### src/rtl/tt_um_umar316798.sv
// ---------------------------------------------------------------------------
// tt_um_umar316798 -- intrusion alarm in the Tiny Tapeout user wrapper.
//
// Three sensor inputs drive an instantaneous combinational alarm. Registered
// logic adds arming, a latched alarm with per-sensor cause flags, a blinking
// siren and a saturating count of alarm rising edges seen while armed.
//
// Ports:
//   clk      system clock, all registers update on its rising edge
//   rst_n    synchronous reset, ACTIVE HIGH despite the template name
//   ui_in    [0]=motion [1]=door [2]=window [3]=arm [4]=clear, [7:5] unused
//   uo_out   [0]=alarm_now [1]=alarm_latched [4:2]=window/door/motion cause
//            [5]=armed [6]=siren [7]=0
//   uio_in   unused
//   uio_out  trigger-event counter (saturates at 255)
//   uio_oe   constant 8'hFF (bidirectional pins always driven)
//   ena      unused, the design is always active
// ---------------------------------------------------------------------------
module tt_um_umar316798 #(
    parameter int BLINK_DIV = 4          // siren period is 2^BLINK_DIV cycles
) (
    input  logic [7:0] ui_in,
    output logic [7:0] uo_out,
    input  logic [7:0] uio_in,
    output logic [7:0] uio_out,
    output logic [7:0] uio_oe,
    input  logic       ena,
    input  logic       clk,
    input  logic       rst_n
);

    // The wrapper's "rst_n" is really an active-high synchronous reset.
    logic srst;
    assign srst = rst_n;

    logic [2:0] sensors;
    logic       arm_in;
    logic       clear_in;
    assign sensors  = ui_in[2:0];
    assign arm_in   = ui_in[3];
    assign clear_in = ui_in[4];

    // Inputs the design deliberately ignores.
    logic unused_inputs;
    assign unused_inputs = &{1'b0, uio_in, ena, ui_in[7:5]};

    // Instantaneous alarm: valid with no clock and during reset.
    logic alarm_now;
    assign alarm_now = |sensors;

    logic                 armed_reg;
    logic                 latched_reg, latched_next;
    logic [2:0]           cause_reg, cause_next;
    logic [BLINK_DIV-1:0] blink_cnt_reg;
    logic                 prev_now_reg;
    logic [7:0]           count_reg, count_next;

    // Trigger uses the registered arm, so arming takes effect one edge late.
    logic trigger;
    assign trigger = armed_reg & alarm_now;

    // Clear wins over a simultaneous trigger; the latch re-sets on the first
    // edge after clear drops if the trigger condition still holds.
    assign latched_next = clear_in ? 1'b0 : (latched_reg | trigger);

    generate
        for (genvar gi = 0; gi < 3; gi++) begin : g_cause
            assign cause_next[gi] = clear_in ? 1'b0
                                             : (cause_reg[gi] | (trigger & sensors[gi]));
        end
    endgenerate

    // Count rising edges of alarm_now while armed; stick at 255.
    always_comb begin
        count_next = count_reg;
        if (trigger && !prev_now_reg && (count_reg != 8'hFF)) begin
            count_next = count_reg + 8'd1;
        end
    end

    always_ff @(posedge clk) begin
        if (srst) begin
            armed_reg     <= 1'b0;
            latched_reg   <= 1'b0;
            cause_reg     <= 3'b000;
            blink_cnt_reg <= '0;
            prev_now_reg  <= 1'b0;
            count_reg     <= 8'd0;
        end else begin
            armed_reg     <= arm_in;
            latched_reg   <= latched_next;
            cause_reg     <= cause_next;
            blink_cnt_reg <= blink_cnt_reg + 1'b1;
            prev_now_reg  <= alarm_now;
            count_reg     <= count_next;
        end
    end

    // Siren follows the counter MSB, gated by the latch.
    logic siren;
    assign siren = latched_reg & blink_cnt_reg[BLINK_DIV-1];

    assign uo_out  = {1'b0, siren, armed_reg, cause_reg, latched_reg, alarm_now};
    assign uio_out = count_reg;
    assign uio_oe  = 8'hFF;

endmodule

### config.mk
export PLATFORM = sky130hd
export DESIGN_NAME = tt_um_umar316798
export DESIGN_NICKNAME = d
export VERILOG_FILES = /design/src/rtl/tt_um_umar316798.sv
export SDC_FILE = /design/constraint.sdc
export NUM_CORES = 1
export LEC_CHECK = 0
export CAP_MARGIN = 20
export CORE_UTILIZATION = 37
export CTS_CLUSTER_DIAMETER = 200
export DETAILED_ROUTE_END_ITERATION = 10
export GPL_TIMING_DRIVEN = 0
export PLACE_DENSITY_LB_ADDON = 0.25
export SLEW_MARGIN = 10
export SYNTH_ARGS = -nofsm -noshare
export SYNTH_HDL_FRONTEND = slang
export SYNTH_SLANG_ARGS = --single-unit
### constraint.sdc
create_clock -name clk -period 4.69 [get_ports clk]
set_clock_uncertainty 0.2 [all_clocks]
set_input_delay 0.938 -clock clk [delete_from_list [all_inputs] [get_ports clk]]
set_output_delay 0.938 -clock clk [all_outputs]
set_load 0.03 [all_outputs]
==> qor.csv, run 1 <==
metric,value,unit
initial_core_util,39.0,%
worstSkewPairLatency,0.29,ns
r2r_slack,2.79,ns
vias,703,
cp_slowest_cell,clkdlybuf4s50_1,
critical_path_arrival,2.54,ns
max_cap_viol_count,0,
ios,43,
antenna_found_initial,0,
hold_class,reg2reg,
p_leak,0.439,nW
critPathKind,in2out,
cts_resized,0,
ys_async_sr_fraction,0,%
status,completed,
swShare,25.6,%
synthTopCellsByArea,"dfxtp_1 42%, buf_4 11%, nor2_1 4.3%, xnor2_1 3.0%, ha_1 2.9%",
setup_tns,0,ns
track_usage,13.4,%
final_util,52.5,%
cts_hold_buf,0,
dieArea,0.00253,sq mm
multi_input_area,420,sq um
combPwrFrac,15.1,%
r2r_cells,5,
diodes,0,
setup_violations,0,
die_y,50.3,um
drive_gt1_share,18.2,%
fp-row-count,17,
clockBufferDepth,2,
hold_violations,0,
rr_endpoint,uio_out[5],
place_area,0.00112,sq mm
synth_seq_cells,18,
portBuffers,20,
critPathCaptureType,primary output,
cts_buffers,3,
fin_area,0.00116,sq mm
drv_slew,0,
grt_pass1_vias,614,
synth_edf_count,0,
synth.avg_cell_area,9.59,sq um
vias_per_cell,4.72,
cpLargestDelayFamily,buffers and inverters,
worstHoldStart,blink_cnt_reg[0],
synth-seq-area-share,41.7,%
final_cells,149,
p_clk_share,31.1,%
slowest_delay,0.58,ns
min_to,blink_cnt_reg[0],
largest_reg_flops,8,
power_density,260,mW/mm^2
drt-initial-drc-count,7,
regArea,360,sq um
postSynthCellCount,90,
place_hpwl,1140,um
whs_path_depth,1,
wirelength,1540,um
seqPwrFrac,53.8,%
synth_top_area_share,41.7,%
dp.cells,145,
yosys_warnings,0,
drtAntennaViolNets,0,
p_total,0.302,mW
synth_area,863,sq um
drc,0,
grt_pass1_wl,2550,um
cts_root_buf,clkbuf_4,
grt-ovfl-total,0,
yosysTopAreaCell,dfxtp_1,
die_x,50.3,um
path_cells,clkdlybuf4s50_1 > or3_1 > buf_4 > clkdlybuf4s50_1,
fin_crit_sh,78.5,%
yosys_most_used_dff,dfxtp_1,
p_int,0.225,mW
cp.required,3.55,ns
cts_sinks,18,
worst-path-buf-inv,3,
first_pass_iters,3,
cp_common_cell,clkdlybuf4s50_1,
htreeDepth,1,
start_kind,input port,
p_switching,0.0774,mW
core_area,0.00221,sq mm
cp_max_fo,3,
finalWeightedCongestion,0.741,
post_drt_wl_per_cell,10.4,um
vdd_drop_max,0.159,mV
fin_nets,143,
r2r-start,uio_out[0],
timing.fmax,272,MHz
fillers,238,
path_clk_slew,0.10,ns
layout_min_cycle_time,3.68,ns
synth_cell_types,30,
rsz0062_at_grt,false,
area_growth,34.5,%
cts_tree,built,
grt_max_degree,11,
postCtsSetupRepairBufs,0,
==> cell usage in the layout (no fill, tap or decap), drive strengths merged <==
cell	synthesis	final
and4	2	2
and2	1	1
ha	2	2
o31ai	1	1
mux2i	1	1
clkbuf	2	6
mux2	1	1
a21boi	1	1
a31oi	1	1
clkdlybuf4s50	0	20
xnor2	3	3
nor4	1	1
nor4b	1	1
nor3	5	5
nor2	10	10
or3	1	1
conb	2	9
buf	13	13
a211oi	4	4
a311oi	1	1
a21oi	4	4
inv	1	1
dfxtp	18	18
and3	2	2
xor2	1	1
a2111oi	1	1
and4b	1	1
nor2b	4	4
nand3	5	5
==> per-stage QoR <==
step / setup slack (ns) / hold slack (ns)
floorplan: 2.08 / 0.218
global placement: 1.01 / 0.228
detailed placement: 1.01 / 0.247
CTS: 1.00 / 0.265
global route: 0.967 / 0.289
finish: 1.01 / 0.267
==> metal layers <==
layer / vias up / track usage, % / wire, um
li1: 358 / - / -
met1: 325 / 17.2 / 735
met2: 18 / 21.1 / 726
met3: 2 / 3.64 / 71
met4: 0 / 5.56 / 10
met5: - / 0 / 0
==> layout make-up <==
cell class / instances / area share, %
buffer: 15 / 9.05
multi-input combinational: 63 / 36.2
clock buffer: 4 / 3.13
inverter: 1 / 0.323
timing repair buffer: 20 / 17.2
sequential: 18 / 31.0
tap: 28 / 3.02
==> worst register-to-register path, delay by kind of cell, from the launching register on <==
kind                       cells  cell delay, ns
AOI/OAI and AO/OA              1            0.29
adders and majority gates      1            0.25
DFF                            1            0.36
muxes                          1            0.32
and+or+nand+nor                2            0.37
==> power groups by stage <==
stage                     logic (mW)  clock network [mW]  registers, mW
after global routing          0.0496               0.105          0.163
after CTS                     0.0458              0.0970          0.163
final                         0.0457              0.0939          0.163
after floorplan               0.0303                   0          0.168
after detailed placement      0.0455                   0          0.166
after global placement        0.0451                   0          0.166
==> synthesized netlist by cell type, drive strengths merged (2+ instances only) <==
master,instances
buf,13
a211oi,4
and4,2
conb,2
and3,2
xnor2,3
nor2b,4
dfxtp,18
nor2,10
ha,2
nor3,5
clkbuf,2
nand3,5
a21oi,4
==> how the worst max path moves through the flow <==
| stage | startpoint | endpoint | cells after the start |
|---|---|---|---|
| global route | ui_in[1] | uo_out[0] | 4 |
| floorplan | ui_in[1] | uo_out[0] | 2 |
| finish | ui_in[1] | uo_out[0] | 4 |
| CTS | ui_in[1] | uo_out[0] | 4 |
| global placement | ui_in[1] | uo_out[0] | 4 |
| detailed placement | ui_in[1] | uo_out[0] | 4 |
==> logic make-up after synthesis <==
logic type / count (synthesis) / synth area share (%)
other cells: 2 / 0.870
compound gates: 13 / 14.1
mux: 2 / 2.46
buf+inv: 16 / 12.6
simple gates: 33 / 21.3
xor+xnor: 4 / 4.06
fa+ha+maj: 2 / 2.90
flops: 18 / 41.7
Power figures use the tool's default switching activity.
==> run 2: changes to the inputs <==
Settings changed: CORE_UTILIZATION 37 to 35.
Clock period 4.69 ns to 3.1 ns, I/O delays scaled along.
==> run 2 against run 1 <==
Compared with the run above:
- clock power up 52%
- die area up 5.5%
- via count shrank 2.1%
- worst setup slack got worse by 0.96 ns
- largest cell class unchanged
==> qor.csv, run 2 (synthesis gave the netlist of run 1 again) <==
metric,value,unit,change
whs_path_depth,1,,unchanged
rsz0062_at_grt,false,,
area_growth,34.5,%,unchanged
clockBufferDepth,2,,unchanged
critPathCaptureType,primary output,,
hold_class,reg2reg,,
cts_resized,0,,unchanged
setup_tns,0,ns,unchanged
drtAntennaViolNets,0,,unchanged
fin_crit_sh,98.3,%,
drive_gt1_share,18.2,%,unchanged
regArea,360,sq um,unchanged
hold_violations,0,,unchanged
diodes,0,,unchanged
cp_common_cell,clkdlybuf4s50_1,,
cts_tree,built,,
htreeDepth,1,,unchanged
track_usage,12.8,%,-0.66 points
drc,0,,unchanged
timing.fmax,328,MHz,
path_clk_slew,0.10,ns,about the same
fin_nets,143,,unchanged
fin_area,0.00116,sq mm,unchanged
final_common_cell,clkdlybuf4s50_1,,
multi_input_area,420,sq um,unchanged
vdd_drop_max,0.225,mV,+41%
critical_path_arrival,2.23,ns,-0.31 ns
r2r-start,uio_out[0],,
die_y,51.7,um,+2.7%
grt_pass1_vias,616,,+0.33%
grt_pass1_wl,2520,um,-1.1%
cts_sinks,18,,unchanged
cts_hold_buf,0,,unchanged
fillers,220,,-7.6%
grt_max_degree,11,,unchanged
cp.required,2.28,ns,-1.27 ns
portBuffers,20,,unchanged
start_kind,input port,,
die_x,51.7,um,+2.7%
vias_per_cell,4.62,,-2.1%
rr_endpoint,uio_out[5],,
cp_slowest_cell,clkdlybuf4s50_1,,
dieArea,0.00267,sq mm,+5.5%
worstHoldStart,blink_cnt_reg[0],,
largest_reg_flops,8,,unchanged
core_area,0.00228,sq mm,+2.9%
path_cells,clkdlybuf4s50_1 > or3_1 > buf_4 > clkdlybuf4s50_1,,
place_area,0.00112,sq mm,unchanged
grt-ovfl-total,0,,unchanged
power_density,395,mW/mm^2,+52%
r2r_slack,1.21,ns,-1.58 ns
cp_max_fo,3,,unchanged
initial_core_util,37.9,%,-1.1 points
antenna_found_initial,0,,unchanged
min_to,blink_cnt_reg[0],,
worstSkewPairLatency,0.29,ns,about the same
place_hpwl,1120,um,-1.7%
p_leak,0.439,nW,unchanged
fp-row-count,17,,unchanged
layout_min_cycle_time,3.05,ns,
postCtsSetupRepairBufs,0,,unchanged
critPathKind,in2out,,
cts_root_buf,clkbuf_4,,
status,completed,,
ios,43,,unchanged
vias,688,,-2.1%
slowest_delay,0.58,ns,about the same
drt-initial-drc-count,5,,-2
final_cell_mix,"20 x clkdlybuf4s50_1, 18 x dfxtp_1, 13 x buf_4",,
wirelength,1520,um,-1.7%
finalWeightedCongestion,0.753,,+1.7%
r2r_cells,5,,unchanged
max_cap_viol_count,0,,unchanged
drv_slew,0,,unchanged
setup_violations,0,,unchanged
first_pass_iters,4,,+1
cts_buffers,3,,unchanged
post_drt_wl_per_cell,10.2,um,-1.7%
[run 2: cell counts in the layout (fill, tap and decap cells not counted)]
Identical to the previous run, type by type.
[run 2: area by class of cell]
cell class | instances | share of cell area [%]
Buffer | 15 | 9.05
Clock buffer | 4 | 3.13
Tap cell | 28 | 3.02
Timing Repair Buffer | 20 | 17.2
Sequential cell | 18 | 31.0
Multi-Input combinational cell | 63 | 36.2
Inverter | 1 | 0.323
[run 2: worst max path at each step]
| stage | from | to | slack [ns] | depth (start not counted) |
|---|---|---|---|---|
| 5_1_grt | ui_in[1] | uo_out[0] | 0.04 | 4 |
| 3_3_place_gp | ui_in[1] | uo_out[0] | 0.05 | 4 |
| 3_5_place_dp | ui_in[1] | uo_out[0] | 0.05 | 4 |
| 2_1_floorplan | ui_in[1] | uo_out[0] | 1.12 | 2 |
| 4_1_cts | ui_in[1] | uo_out[0] | 0.05 | 4 |
| 6_report | ui_in[1] | uo_out[0] | 0.05 | 4 |
[run 2: report_power, final]
part / internal [mW] / switching, mW
Combinational: 0.0300 / 0.0388
Sequential: 0.239 / 0.00754
Clock: 0.0715 / 0.0719
[run 2: through the flow]
step / power, mW / utilization (%) / worst slack [ns] / std cells / hold slack [ns]
after global routing: 0.481 / 51.0 / 0.0370 / 149 / 0.288
after global placement: 0.319 / 49.4 / 0.0543 / 145 / 0.229
after CTS: 0.464 / 51.0 / 0.0461 / 149 / 0.261
after floorplan: 0.300 / - / 1.12 / 97 / 0.218
after detailed placement: 0.320 / 49.4 / 0.0461 / 145 / 0.245
final: 0.458 / 51.0 / 0.0534 / 149 / 0.257
[run 2: critical path: cells and delay by family]
kind	cells	cell delay (ns)
buf+inv	3	1.19
simple gates	1	0.42
[run 2: per-layer routing]
metal,part of all wire [%],global-route usage (%)
met5,0,0
met4,1.6,6.76
met3,5.7,2.92
met2,45,20.6
met1,48,15.7
